$ cat src/rtl/control_fsm.sv
// control_fsm: multi-cycle FETCH/DECODE/EXEC/MEM/WB sequencer for the Lapido core, all outputs registered.
// Latency (accept edge to instrReady, inclusive): ALU/loadlit/branch 4, NOP 3, illegal 2, load/store 5 + memReady waits.
// Backpressure: instrReady only in FETCH; MEM stalls on memReady and aborts after MEM_TIMEOUT waits (0 = never).
module control_fsm #(
   parameter int INSTR_WIDTH = 32,
   parameter int ALUOP_WIDTH = 5,
   parameter int MEM_TIMEOUT = 15
) (
   input  logic                   clock,
   input  logic                   resetN,
   input  logic [INSTR_WIDTH-1:0] instruction,
   input  logic                   instrValid,
   output logic                   instrReady,
   input  logic                   aluZero,
   input  logic                   memReady,
   output logic                   branch,
   output logic                   pcSrc,
   output logic                   pcEnable,
   output logic                   memRead,
   output logic                   memWrite,
   output logic                   memToReg,
   output logic [ALUOP_WIDTH-1:0] ALUOp,
   output logic                   ALUSrc,
   output logic                   regWrite,
   output logic                   registerB,
   output logic                   illegal,
   output logic                   memTimeout,
   output logic                   busy
);
   localparam int IW = INSTR_WIDTH;
   localparam int AW = ALUOP_WIDTH;
   // One spare counter bit keeps the width legal when the timeout is disabled.
   localparam int CW = (MEM_TIMEOUT > 0) ? $clog2(MEM_TIMEOUT + 1) : 1;
   localparam logic [CW-1:0] CNT_MAX  = (MEM_TIMEOUT > 0) ? CW'(MEM_TIMEOUT) : {CW{1'b1}};
   localparam logic [CW-1:0] CNT_LAST = (MEM_TIMEOUT > 0) ? CW'(MEM_TIMEOUT - 1) : '0;

   typedef enum logic [2:0] {FETCH, DECODE, EXEC, MEM, WB} stateT;

   typedef struct packed {
      logic          bad;
      logic          isNop;
      logic          isLoad;
      logic          isStore;
      logic          isJump;
      logic          isBeq;
      logic          isBne;
      logic          isBranch;
      logic          writes;
      logic          useImm;
      logic          selB;
      logic          toReg;
      logic [AW-1:0] op;
   } decT;

   // Class is the top 3 bits, function the next 5; anything unlisted is illegal.
   function automatic decT decode(input logic [IW-1:0] w);
      logic [2:0] c;
      logic [4:0] f;
      decT        d;
      c = w[IW-1 -: 3];
      f = w[IW-4 -: 5];
      d = '0;
      case (c)
         3'b001: begin
            d.op     = w[IW-4 -: AW];
            d.writes = 1'b1;
         end
         3'b100: begin
            d.useImm = 1'b1;
            if (f[0]) begin
               d.isStore = 1'b1;
               d.selB    = 1'b1;
            end else begin
               d.isLoad = 1'b1;
               d.toReg  = 1'b1;
               d.writes = 1'b1;
            end
         end
         3'b010: begin
            if (f[1:0] == 2'b10) begin
               d.useImm = 1'b1;
               d.writes = 1'b1;
            end else begin
               d.bad = 1'b1;
            end
         end
         3'b000: begin
            d.useImm = 1'b1;
            d.isNop  = 1'b1;
         end
         3'b101: begin
            d.isBranch = 1'b1;
            d.selB     = 1'b1;
            case (f[4:2])
               3'b000:  begin d.isJump = 1'b1; d.op = AW'(5'b01010); end
               3'b001:  begin d.isBeq  = 1'b1; d.op = AW'(5'b00010); end
               3'b010:  begin d.isBne  = 1'b1; d.op = AW'(5'b00111); end
               default: begin d.isBranch = 1'b0; d.selB = 1'b0; d.bad = 1'b1; end
            endcase
         end
         default: d.bad = 1'b1;
      endcase
      return d;
   endfunction

   stateT         state, stateNxt;
   logic [IW-1:0] ir;
   logic [CW-1:0] waitCnt, cntNxt;
   logic          irLoad;
   decT           dIn, dIr;
   logic [AW-1:0] aluOpNxt;
   logic          aluSrcNxt, regBNxt, branchNxt, memToRegNxt, pcSrcNxt;
   logic          memReadNxt, memWriteNxt, regWriteNxt, pcEnableNxt;
   logic          illegalNxt, memTimeoutNxt, instrReadyNxt;
   logic          unusedBits;

   // Decode the incoming word at accept so its outputs are live during DECODE; later states use the latched IR.
   assign dIn        = decode(instruction);
   assign dIr        = decode(ir);
   assign unusedBits = ^{instruction, ir, dIn, dIr};

   // Next state and next registered outputs; decoded fields hold unless changed, pulses default low.
   always_comb begin
      stateNxt      = state;
      irLoad        = 1'b0;
      cntNxt        = waitCnt;
      aluOpNxt      = ALUOp;
      aluSrcNxt     = ALUSrc;
      regBNxt       = registerB;
      branchNxt     = branch;
      memToRegNxt   = memToReg;
      pcSrcNxt      = pcSrc;
      memReadNxt    = memRead;
      memWriteNxt   = memWrite;
      regWriteNxt   = 1'b0;
      pcEnableNxt   = 1'b0;
      illegalNxt    = 1'b0;
      memTimeoutNxt = 1'b0;
      case (state)
         FETCH: begin
            if (instrReady && instrValid) begin
               stateNxt    = DECODE;
               irLoad      = 1'b1;
               aluOpNxt    = dIn.op;
               aluSrcNxt   = dIn.useImm;
               regBNxt     = dIn.selB;
               branchNxt   = dIn.isBranch;
               memToRegNxt = dIn.toReg;
               illegalNxt  = dIn.bad;
            end
         end
         DECODE: begin
            if (dIr.bad) begin
               stateNxt = FETCH;
            end else if (dIr.isNop) begin
               stateNxt    = WB;
               pcEnableNxt = 1'b1;
            end else begin
               stateNxt = EXEC;
            end
         end
         EXEC: begin
            if (dIr.isLoad || dIr.isStore) begin
               stateNxt    = MEM;
               memReadNxt  = ~dIr.isLoad;
               memWriteNxt = ~dIr.isStore;
               cntNxt      = '0;
            end else begin
               stateNxt    = WB;
               regWriteNxt = dIr.writes;
               pcEnableNxt = 1'b1;
               if (dIr.isBranch) begin
                  pcSrcNxt = dIr.isJump | (dIr.isBeq & aluZero) | (dIr.isBne & ~aluZero);
               end
            end
         end
         MEM: begin
            if (memReady) begin
               stateNxt    = WB;
               memReadNxt  = 1'b1;
               memWriteNxt = 1'b1;
               regWriteNxt = dIr.writes;
               pcEnableNxt = 1'b1;
            end else if ((MEM_TIMEOUT > 0) && (waitCnt == CNT_LAST)) begin
               stateNxt      = FETCH;
               memReadNxt    = 1'b1;
               memWriteNxt   = 1'b1;
               memTimeoutNxt = 1'b1;
            end else if (waitCnt != CNT_MAX) begin
               cntNxt = waitCnt + CW'(1);
            end
         end
         WB: begin
            stateNxt = FETCH;
         end
         default: begin
            stateNxt = FETCH;
         end
      endcase
      // Returning to FETCH puts every datapath control back at its reset value.
      if ((stateNxt == FETCH) && (state != FETCH)) begin
         aluOpNxt    = '0;
         aluSrcNxt   = 1'b0;
         regBNxt     = 1'b0;
         branchNxt   = 1'b0;
         memToRegNxt = 1'b0;
         pcSrcNxt    = 1'b0;
         memReadNxt  = 1'b1;
         memWriteNxt = 1'b1;
      end
      instrReadyNxt = (stateNxt == FETCH);
   end

   // State, IR, wait counter and every output register; reset forces FETCH from any state.
   always_ff @(posedge clock or negedge resetN) begin
      if (!resetN) begin
         state      <= FETCH;
         ir         <= '0;
         waitCnt    <= '0;
         instrReady <= 1'b0;
         busy       <= 1'b0;
         branch     <= 1'b0;
         pcSrc      <= 1'b0;
         pcEnable   <= 1'b0;
         memRead    <= 1'b1;
         memWrite   <= 1'b1;
         memToReg   <= 1'b0;
         ALUOp      <= '0;
         ALUSrc     <= 1'b0;
         regWrite   <= 1'b0;
         registerB  <= 1'b0;
         illegal    <= 1'b0;
         memTimeout <= 1'b0;
      end else begin
         state      <= stateNxt;
         if (irLoad) begin
            ir <= instruction;
         end
         waitCnt    <= cntNxt;
         instrReady <= instrReadyNxt;
         busy       <= ~instrReadyNxt;
         branch     <= branchNxt;
         pcSrc      <= pcSrcNxt;
         pcEnable   <= pcEnableNxt;
         memRead    <= memReadNxt;
         memWrite   <= memWriteNxt;
         memToReg   <= memToRegNxt;
         ALUOp      <= aluOpNxt;
         ALUSrc     <= aluSrcNxt;
         regWrite   <= regWriteNxt;
         registerB  <= regBNxt;
         illegal    <= illegalNxt;
         memTimeout <= memTimeoutNxt;
      end
   end
endmodule

$ cat config.mk
export PLATFORM = sky130hd
export DESIGN_NAME = control_fsm
export DESIGN_NICKNAME = d
export VERILOG_FILES = /design/src/rtl/control_fsm.sv
export SDC_FILE = /design/constraint.sdc
export NUM_CORES = 1
export LEC_CHECK = 0
export BUFFER_PORTS_ARGS = -buffer_cell sky130_fd_sc_hd__clkbuf_2
export CAP_MARGIN = 25
export CORE_UTILIZATION = 52
export DETAILED_ROUTE_END_ITERATION = 10
export GPL_ROUTABILITY_DRIVEN = 0
export PLACE_DENSITY_LB_ADDON = 0.08
export SYNTH_ARGS = -nofsm -noshare
export SYNTH_HDL_FRONTEND = slang
export SYNTH_SLANG_ARGS = --single-unit
$ cat constraint.sdc
create_clock -name clock -period 3.1 [get_ports clock]
set_input_delay 0.31 -clock clock [delete_from_list [all_inputs] [get_ports clock]]
set_output_delay 0.31 -clock clock [all_outputs]
set_load 0.02 [all_outputs]
==> metrics.csv, run 1 <==
stage,metric,value,unit
status,status,"complete, no violations",
clocking,cts_max_path_buffers,2,
power,irDropWorstVdd,0.0004748,V
timing,finalCriticalPeriod,2.216,ns
floorplanning,die_h,59.73,microns
critical_path,end_kind,flip-flop,
routing,drcViolationCount,0,
synthesis,synth.net_count,222,
synthesis,synth_area_leader_cell,dfrtp_1,
critical_path,cp_max_fo,13,
timing,timing.slew.headroom,46.19,%
timing,setup_tns,0,ns
critical_path,required,3.33,ns
global_routing,grt_first_pass_wirelength,6203,microns
global_routing,grt-ovfl-total,0,
power,leakagePower,0.9132,nW
critical_path,crit_type,reg2reg,
layout,num-nets-final,247,
synthesis,synth_flop_cell,dfrtp_1,
synthesis,syn_avg_cell_area,9.469,sq um
clocking,cts-htree-levels,2,
power,internal_power,0.9735,mW
floorplanning,die-area,3568,sq um
clocking,path_clk_slew,0.11,ns
floorplanning,io_pins,55,
synthesis,synth_edf_count,0,
global_routing,antenna_found_initial,0,
timing,clock_skew,0.007591,ns
routing,dr_total_vias,1458,
timing,hold_violations,0,
synthesis,syn_area,1733,sq um
routing,ant_nets,0,
power,clockPowerShare,20.5,%
timing,worstMarginPinSlew,0.8071,ns
critical_path,ff2ff_setup_slack,0.88,ns
timing,timing.final.max_slew_violations,0,
power,power.density,847.8,nW/um^2
synthesis,async_flop_share,100.0,%
clocking,cts_made_buffers,5,
clocking,ctsHoldBuffers,0,
layout,fin_area,1967,sq um
routing,dr.pass1.iters,5,
timing,max_clock_freq,451.2,MHz
power,p_switching,0.6941,mW
critical_path,path_cells,and4bb_1 -> a32o_1 -> a41oi_2 -> inv_2 -> or3_1,
synthesis,synth_cells,183,
critical_path,critPathLaunchType,flip-flop,
synthesis,synth_cell_types,46,
routing,drtIter0Drc,70,
routing,wirelength,3756,microns
layout,drive_gt1_share,21.05,%
critical_path,worst_path_max_delay_cell,dfrtp_1,
place,hpwl,2662,microns
synthesis,synth_top_area_share,44.77,%
critical_path,slowest_delay,0.59,ns
clocking,cts_tree,built,
clocking,cts_setup_buffers,0,
clocking,cts.sinks,33,
job,maxCapViolCount,0,
hold_path,hp-class,in2async,
timing,rsz0062_at_grt,false,
synthesis,seq_area_frac_synth,47.80,%
floorplanning,core_area,3103,sq um
floorplanning,rows,20,
layout,syn2layout_area_growth,13.50,%
floorplanning,initial_core_util,55.85,%
routing,wl_per_cell,14.85,microns
clocking,cts_root_buf,clkbuf_4,
timing,setup_viol,0,
place,placed_cell_area,1878,sq um
synthesis,yosys_register_bits,33,
global_routing,grt_pass1_vias,1317,
power,p_sw_share,41.62,%
critical_path,arrival,2.44,ns
clocking,cts-resized-gates,0,
global_routing,grt_max_degree,34,
power,p_seq_share,42.4,%
synthesis,yosysWarningCount,0,
layout,diodes,0,
global_routing,track_usage,23.93,%
power,combPwrFrac,37.0,%
timing,fin_crit_sh,71.50,%
floorplanning,die_w,59.73,microns
routing,via_per_inst,5.763,
layout,nFillCells,288,
clocking,clk_latency,0.34,ns
synthesis,synthTopCellsByArea,"dfrtp_1, nand2_1, dfstp_2, mux2i_1, a22oi_1",
place,io_buffers,30,
synthesized netlist by cell type (5+ instances only):
cell      count
mux2i_1       5
nand2b_1      7
a22oi_1       6
nand2_1      29
nor2_1        7
nor3_1        6
nand3_1       8
o21ai_0       8
inv_1         6
dfrtp_1      31
a21oi_1       8
buf_2         6
cells by family (layout without fill, tap and decap cells):
group	count (synthesis)	after routing	synth area share, %
DFF	33	33	47.80
and+or+nand+nor	81	81	25.20
muxes	5	5	2.888
buffers and inverters	19	45	4.981
adders and majority gates	2	2	1.444
AOI/OAI and AO/OA	43	43	17.69
per-stage QoR:
step	std cells	power [mW]	util, %	hold WS, ns	worst slack [ns]
floorplan	183	1.179	-	0.01441	1.305
global placement	245	1.299	60.52	0.4234	0.9612
detailed placement	245	1.330	60.52	0.4397	0.9199
CTS	253	1.676	63.39	0.06298	0.8940
global route	253	1.780	63.39	0.09182	0.7884
finish	253	1.668	63.39	0.04333	0.8836
registers in the layout, summed over array words and instances (netlist names):
register and count:
memTimeout 1, memWrite 1, pcEnable 1, pcSrc 1, regWrite 1, waitCnt 4
ALUSrc 1, instrReady 1, memRead 1, memToReg 1, branch 1, ir 8
illegal 1, ALUOp 5, state 3, registerB 1, busy 1
final timing paths:
check / startpoint / endpoint / cells after the start
worst min register to register: ir[25]$_DFFE_PN0P_ / ir[25]$_DFFE_PN0P_ / 2
worst max register to register: state[0]$_DFF_PN0_ / busy$_DFF_PN0_ / 5
min in group clock: instruction[27] / ir[27]$_DFFE_PN0P_ / 3
max in group asynchronous: resetN / waitCnt[0]$_DFFE_PN0P_ / 1
worst min-delay path: resetN / ir[30]$_DFFE_PN0P_ / 1
worst max-delay path: state[0]$_DFF_PN0_ / busy$_DFF_PN0_ / 5
worst max-delay path: cells and delay by family, from the launching register on:
| kind | cells | cell delay (ns) |
|---|---|---|
| compound gates | 2 | 0.83 |
| simple gates | 2 | 0.61 |
| flops | 1 | 0.59 |
| buf+inv | 1 | 0.08 |
layout make-up:
cell class | count | area, sq um | area share (%)
flip-flops and latches | 33 | 828.3 | 42.11
multi-input cells | 131 | 818.3 | 41.60
repair buffers | 30 | 150.1 | 7.634
well taps | 44 | 55.05 | 2.799
clock buffers | 6 | 51.30 | 2.608
clock inverters | 2 | 37.54 | 1.908
inverters | 7 | 26.28 | 1.336
cells in the final DEF (no fill, tap or decap), types with 4 or more instances in the layout:
cell / count
a21oi_1: 8
a22oi_1: 6
clkbuf_2: 30
clkbuf_4: 5
dfrtp_1: 31
inv_1: 6
mux2i_1: 5
nand2_1: 29
nand2b_1: 7
nand3_1: 8
nor2_1: 7
nor3_1: 6
nor3b_1: 4
o21ai_0: 8
power by group through the flow:
stage / Clock (mW) / Combinational [mW] / Sequential, mW
2_1_floorplan: 0 / 0.472 / 0.706
3_3_place_gp: 0 / 0.601 / 0.698
3_5_place_dp: 0 / 0.618 / 0.712
4_1_cts: 0.350 / 0.622 / 0.705
5_1_grt: 0.368 / 0.688 / 0.724
6_report: 0.342 / 0.618 / 0.707
per-layer routing:
metal | GRT usage [%] | vias up | share of wire, %
met1 | 33.71 | 698 | 46
met5 | 0 | - | 0
met4 | 8.638 | 0 | 0.77
met3 | 6.494 | 4 | 5.7
li1 | - | 711 | -
met2 | 35.56 | 45 | 48
(Power assumes the default switching activity.)
==> inputs of run 2 (changes only) <==
--- a/config.mk
+++ b/config.mk
@@ -5,9 +5,10 @@
 export SDC_FILE = /design/constraint.sdc
 export NUM_CORES = 1
 export LEC_CHECK = 0
+export ABC_AREA = 1
 export BUFFER_PORTS_ARGS = -buffer_cell sky130_fd_sc_hd__clkbuf_2
 export CAP_MARGIN = 25
-export CORE_UTILIZATION = 52
+export CORE_UTILIZATION = 45
 export DETAILED_ROUTE_END_ITERATION = 10
 export GPL_ROUTABILITY_DRIVEN = 0
 export PLACE_DENSITY_LB_ADDON = 0.08
==> constraint.sdc (replaced) <==
create_clock -name clock -period 2 [get_ports clock]
set_input_delay 0.2 -clock clock [delete_from_list [all_inputs] [get_ports clock]]
set_output_delay 0.2 -clock clock [all_outputs]
set_load 0.02 [all_outputs]
==> run 2 against run 1 <==
  * Fmax grew 30%
  * Sequential share of layout area shrank 0.99 points
  * Final area grew 2.4%
  * First-iteration DRC count grew 24%
  * Via count shrank 1.7%
  * Clock skew shrank 0.0043 ns
  * Area after synthesis shrank 0.72%
  * Total power grew 69%
  * Routed wire length shrank 7.9%
  * Largest cell class unchanged
  * Critical endpoint is now ALUOp[1]$_DFFE_PN0P_
  * Die area grew 14%
  * Clock power grew 46%
  * Sequential cell count is the same
  * Largest power group is now combinational logic
==> metrics.csv, run 2 <==
stage,metric,value,unit
critical_path,required,2.17,ns
layout,top_regs,"ir x8, ALUOp x5, waitCnt x4",
clocking,cts.sinks,33,
routing,route.met3.wl,131,microns
power,leakagePower,1.051,nW
layout,final_core_util,55.02,%
timing,timing.slew.headroom,45.35,%
routing,wirelength,3461,microns
layout,mostFrequentLayoutCell,nand2_1,
synthesis,yosys.area_share.simple,31.78,%
clocking,clk_latency,0.28,ns
timing,finalCriticalPeriod,1.705,ns
critical_path,path_cells,inv_1 -> ha_1 -> nand3_1 -> nand3_1 -> nand2_2 -> nor2_4 -> nand3_4 -> nor2_8 -> nor2_2,
routing,drcViolationCount,0,
layout,diodes,0,
synthesis,seq_area_frac_synth,48.15,%
global_routing,antenna_found_initial,0,
layout,drive_gt1_share,29.71,%
critical_path,arrival,1.87,ns
clocking,cts_max_path_buffers,2,
clocking,ctsHoldBuffers,0,
synthesis,synth_xor_area_share,0.5091,%
timing,setup_viol,0,
synthesis,synth_edf_count,0,
routing,dr.pass1.iters,4,
critical_path,critical_path.top_delay_family,simple AND/OR/NAND/NOR gates,
routing,wl_per_cell,12.06,microns
critical_path,rr_worst_depth,9,
layout,num-nets-final,278,
synthesis,synth_cells,203,
timing,fin_hold_ws,0.003208,ns
critical_path,slowest_delay,0.40,ns
floorplanning,die_w,63.83,microns
clocking,cts_setup_buffers,0,
critical_path,critPathLaunchType,flip-flop,
critical_path,cp_max_fo,10,
global_routing,grt-ovfl-total,0,
routing,drtIter0Drc,87,
synthesis,yosysMostFrequentCell,nand2_1,
clocking,cts_root_buf,clkbuf_8,
place,place_ws,0.2804,ns
floorplanning,io_pins,55,
layout,largest-register,ir,
floorplanning,initial_core_util,46.99,%
synthesis,synth.net_count,242,
place,placed_cells,280,
synthesis,yosys_register_bits,33,
global_routing,grt_max_degree,34,
synthesis,synth_top_family_by_area,simple AND/OR/NAND/NOR gates,
timing,setup_tns,0,ns
clocking,cts_made_buffers,5,
floorplanning,rows,22,
synthesis,synth_flop_cell,dfrtp_1,
synthesis,synth_cell_types,26,
clocking,cts-htree-levels,2,
timing,fin_ws,0.2947,ns
global_routing,grt_pass1_vias,1461,
critical_path,end_kind,flip-flop,
synthesis,synth_common_cells,"nand2_1, dfrtp_1, inv_1",
synthesis,synth_mux_area_share,2.327,%
synthesis,syn_avg_cell_area,8.475,sq um
synthesis,synth_area_leader_cell,dfrtp_1,
clocking,path_clk_slew,0.07,ns
synthesis,synthTopCellsByArea,"dfrtp_1, nand2_1, inv_1, nor2_2, o21ai_0",
floorplanning,core_area,3661,sq um
clocking,cts_tree,built,
routing,top_layer_used,met4,
power,irDropWorstVdd,0.0006543,V
routing,via_per_inst,4.993,
timing,hold_violations,0,
layout,final_cell_mix,"nand2_1, dfrtp_1, clkbuf_2",
global_routing,grt_first_pass_wirelength,6230,microns
place,hpwl,2602,microns
clocking,cts-resized-gates,0,
timing,fin_crit_sh,85.27,%
critical_path,crit_type,reg2reg,
routing,ant_nets,0,
timing,timing.final.max_slew_violations,0,
hold_path,hp-class,in2async,
job,maxCapViolCount,0,
critical_path,path_buf_inv,1,
synthesis,yosysWarningCount,0,
synthesis,synth-adder-area-share,1.455,%
layout,fin_area,2014,sq um
status,status,"complete, no violations",
place,placed_cell_area,1928,sq um
timing,rsz0062_at_grt,false,
floorplanning,die_h,63.83,microns
routing,dr_total_vias,1433,
synthesis,synth_top_area_share,45.09,%
timing,worstMarginPinSlew,0.8197,ns
power,finalPower,2.813,mW
floorplanning,die-area,4074,sq um
routing,wl_met1,1526,microns
layout,largest_register_ffs,8,
place,io_buffers,30,
timing,clock_skew,0.003264,ns
synthesis,syn_area,1720,sq um
global_routing,track_usage,20.16,%
routing,wl_met2,1734,microns
synthesis,synth_compound_area_share,8.873,%
layout,post_layout_nonfiller_instances,287,
critical_path,cpMostUsedCell,nand3_1,
power,power.density,1396,nW/um^2
synthesis,async_flop_share,100.0,%
critical_path,cp.depth,9,
layout,syn2layout_area_growth,17.09,%
timing,max_clock_freq,586.4,MHz
critical_path,worst_path_max_delay_cell,dfrtp_1,
run 2: changes by cell type after synthesis, sizes merged, moves of 7 or more:
cell and delta:
nor2 +27, inv +22, o21ai +9, nand2b -7, nand2 +12, nand3 +8
run 2: worst register-to-register path: stages, from the launching register on:
cell     delay, ns
dfrtp_1       0.40
inv_1         0.11
ha_1          0.19
nand3_1       0.11
nand3_1       0.17
nand2_2       0.09
nor2_4        0.13
nand3_4       0.12
nor2_8        0.24
nor2_2        0.05
run 2: logic make-up after synthesis:
family | count (synthesis)
compound gates | 29
mux | 4
simple gates | 103
flops | 33
fa+ha+maj | 2
xor+xnor | 1
buf+inv | 31
run 2: path summary, 6_finish.rpt:
| kind | start | endpoint | slack (ns) |
|---|---|---|---|
| max reg2reg | waitCnt[0]$_DFFE_PN0P_ | ALUOp[1]$_DFFE_PN0P_ | 0.29 |
| min reg2reg | ir[25]$_DFFE_PN0P_ | ir[25]$_DFFE_PN0P_ | 0.50 |
| max in group asynchronous | resetN | ir[24]$_DFFE_PN0P_ | 1.48 |
| max | waitCnt[0]$_DFFE_PN0P_ | ALUOp[1]$_DFFE_PN0P_ | 0.29 |
| min | resetN | waitCnt[3]$_DFFE_PN0P_ | 0.003 |
| min in group clock | memReady | memTimeout$_DFF_PN0_ | 0.10 |
run 2: final cells by class:
cell class / count / area (sq um)
Fill cell: 346 / 1647
Sequential cell: 33 / 828.3
Multi-Input combinational cell: 139 / 773.2
Timing Repair Buffer: 31 / 157.7
Inverter: 29 / 108.9
Clock buffer: 7 / 86.33
Tap cell: 48 / 60.06
run 2: metal layers:
metal	GRT usage, %	vias to the layer above
li1	-	723
met1	23.04	678
met2	35.11	26
met3	4.464	6
met4	10.23	0
met5	0	-
run 2: where the power goes:
part	total (mW)	internal, mW	switching, mW
logic	1.29	0.423	0.870
clock network	0.500	0.273	0.227
registers	1.02	0.885	0.135
total	2.81	1.58	1.23
==> inputs of run 3 (changes only) <==
--- a/config.mk
+++ b/config.mk
@@ -5,7 +5,7 @@
 export SDC_FILE = /design/constraint.sdc
 export NUM_CORES = 1
 export LEC_CHECK = 0
-export ABC_AREA = 1
+export ABC_AREA = 0
 export BUFFER_PORTS_ARGS = -buffer_cell sky130_fd_sc_hd__clkbuf_2
 export CAP_MARGIN = 25
 export CORE_UTILIZATION = 45
==> run 3 against run 2 <==
  * Sequential cell count is the same
  * Hold slack gained 0.0066 ns
  * Register-to-register slack lost 0.14 ns
  * Largest cell class unchanged
  * Largest power group unchanged
==> metrics.csv, run 3 (synthesis results as in run 1) <==
stage,metric,value,unit
timing,rsz0062_at_grt,false,
global_routing,grt_pass1_vias,1468,
timing,setup_viol,0,
layout,top_regs,"ir x8, ALUOp x5, waitCnt x4",
floorplanning,initial_core_util,46.98,%
timing,finalCriticalPeriod,1.847,ns
job,maxCapViolCount,0,
power,irDropWorstVdd,0.0006388,V
routing,wl_per_cell,14.24,microns
clocking,cts.sinks,33,
floorplanning,die_h,64.06,microns
floorplanning,core_area,3689,sq um
routing,drtIter0Drc,104,
critical_path,worst_path_max_delay_cell,or3b_1,
layout,largest-register,ir,
critical_path,end_kind,flip-flop,
timing,timing.slew.headroom,44.44,%
critical_path,path_cells,or3b_1 -> a2bb2oi_2 -> or4_1 -> a21boi_1,
global_routing,grt_max_degree,34,
routing,ant_nets,0,
status,status,"complete, no violations",
layout,post_layout_nonfiller_instances,266,
clocking,cts-resized-gates,0,
routing,via_per_inst,5.568,
layout,mostFrequentLayoutCell,dfrtp_1,
place,io_buffers,30,
place,placed_cells,258,
global_routing,antenna_found_initial,0,
routing,wirelength,3788,microns
critical_path,required,2.20,ns
timing,setup_tns,0,ns
layout,final_cell_mix,"dfrtp_1, clkbuf_2, nand2_1",
clocking,cts_setup_buffers,0,
clocking,path_clk_slew,0.07,ns
clocking,ctsHoldBuffers,0,
floorplanning,die_w,64.06,microns
clocking,cts_max_path_buffers,2,
routing,dr_total_vias,1481,
place,hpwl,2788,microns
floorplanning,rows,22,
timing,hold_violations,0,
global_routing,track_usage,21.50,%
floorplanning,io_pins,55,
layout,largest_register_ffs,8,
clocking,cts_tree,built,
clocking,clk_latency,0.28,ns
critical_path,arrival,2.05,ns
layout,syn2layout_area_growth,17.76,%
power,power.density,1307,nW/um^2
timing,worstMarginPinSlew,0.8333,ns
layout,diodes,0,
floorplanning,die-area,4103,sq um
clocking,cts-htree-levels,2,
global_routing,grt_first_pass_wirelength,6679,microns
timing,fin_crit_sh,92.35,%
layout,num-nets-final,256,
critical_path,critical_path.top_delay_family,simple AND/OR/NAND/NOR gates,
critical_path,critPathLaunchType,flip-flop,
power,leakagePower,0.9579,nW
global_routing,grt-ovfl-total,0,
clocking,cts_made_buffers,5,
routing,drcViolationCount,0,
place,placed_cell_area,1951,sq um
critical_path,cp_max_fo,6,
timing,clock_skew,0.005462,ns
timing,max_clock_freq,541.4,MHz
timing,timing.final.max_slew_violations,0,
hold_path,hp-class,in2async,
critical_path,slowest_delay,0.49,ns
clocking,cts_root_buf,clkbuf_8,
layout,drive_gt1_share,23.39,%
critical_path,crit_type,reg2reg,
routing,dr.pass1.iters,4,
layout,fin_area,2041,sq um
critical_path,path_buf_inv,0,
==> run 3: cell types whose count changed in the layout (fill, tap and decap cells not counted), moves of 4 or more <==
cell	before	now
inv_1	24	6
nor2_2	13	0
nor2_1	17	7
buf_4	1	9
nand2_2	7	0
nand2b_1	0	7
o21ai_0	15	8
a22oi_1	0	6
nand3_1	14	8
nand2_1	34	29
inv_2	5	1
nor3b_1	0	4
==> run 3: layout make-up <==
class / count / area [sq um]
Multi-Input combinational cell: 131 / 818.3
Fill cell: 347 / 1648
Timing Repair Buffer: 39 / 217.7
Clock buffer: 8 / 90.09
Tap cell: 48 / 60.06
Sequential cell: 33 / 828.3
Inverter: 7 / 26.28
==> run 3: stage by stage <==
step | power [mW] | utilization (%) | worst slack [ns] | hold slack, ns
finish | 2.667 | 55.33 | 0.1530 | 0.009786
CTS | 2.689 | 55.33 | 0.1568 | 0.03974
global placement | 2.133 | 52.88 | 0.2200 | 0.3127
detailed placement | 2.170 | 52.88 | 0.1691 | 0.3467
floorplan | 1.827 | - | 0.2053 | -0.09559
global route | 2.889 | 55.33 | 0.03677 | 0.08569
==> run 3: where the power goes <==
| part | internal (mW) | switching [mW] |
|---|---|---|
| registers | 0.872 | 0.159 |
| clock network | 0.280 | 0.227 |
| logic | 0.442 | 0.688 |
==> run 3: final timing paths <==
kind | start | endpoint | slack, ns | cells past startpoint
setup / recovery | ir[30]$_DFFE_PN0P_ | waitCnt[3]$_DFFE_PN0P_ | 0.15 | 4
hold / removal | resetN | state[2]$_DFF_PN0_ | 0.01 | 1
setup reg to reg | ir[30]$_DFFE_PN0P_ | waitCnt[3]$_DFFE_PN0P_ | 0.15 | 4
hold reg to reg | ir[25]$_DFFE_PN0P_ | ir[25]$_DFFE_PN0P_ | 0.50 | 2
max in group asynchronous | resetN | memToReg$_DFFE_PN0P_ | 1.46 | 1
min in group clock | instruction[27] | ir[27]$_DFFE_PN0P_ | 0.18 | 3
==> run 3: worst reg2reg max path: cells and delay by family, from the launching register on <==
family           cells  cell delay [ns]
AND/OR/NAND/NOR      2             0.98
flip-flops           1             0.43
AO/OA/AOI/OAI        2             0.36
==> run 3: layer usage <==
metal | wire length [microns] | GRT usage, % | up-vias
li1 | - | - | 727
met3 | 173 | 5.893 | 5
met5 | 0 | 0 | -
met2 | 1811 | 36.97 | 35
met4 | 45 | 5.966 | 0
met1 | 1758 | 26.24 | 714
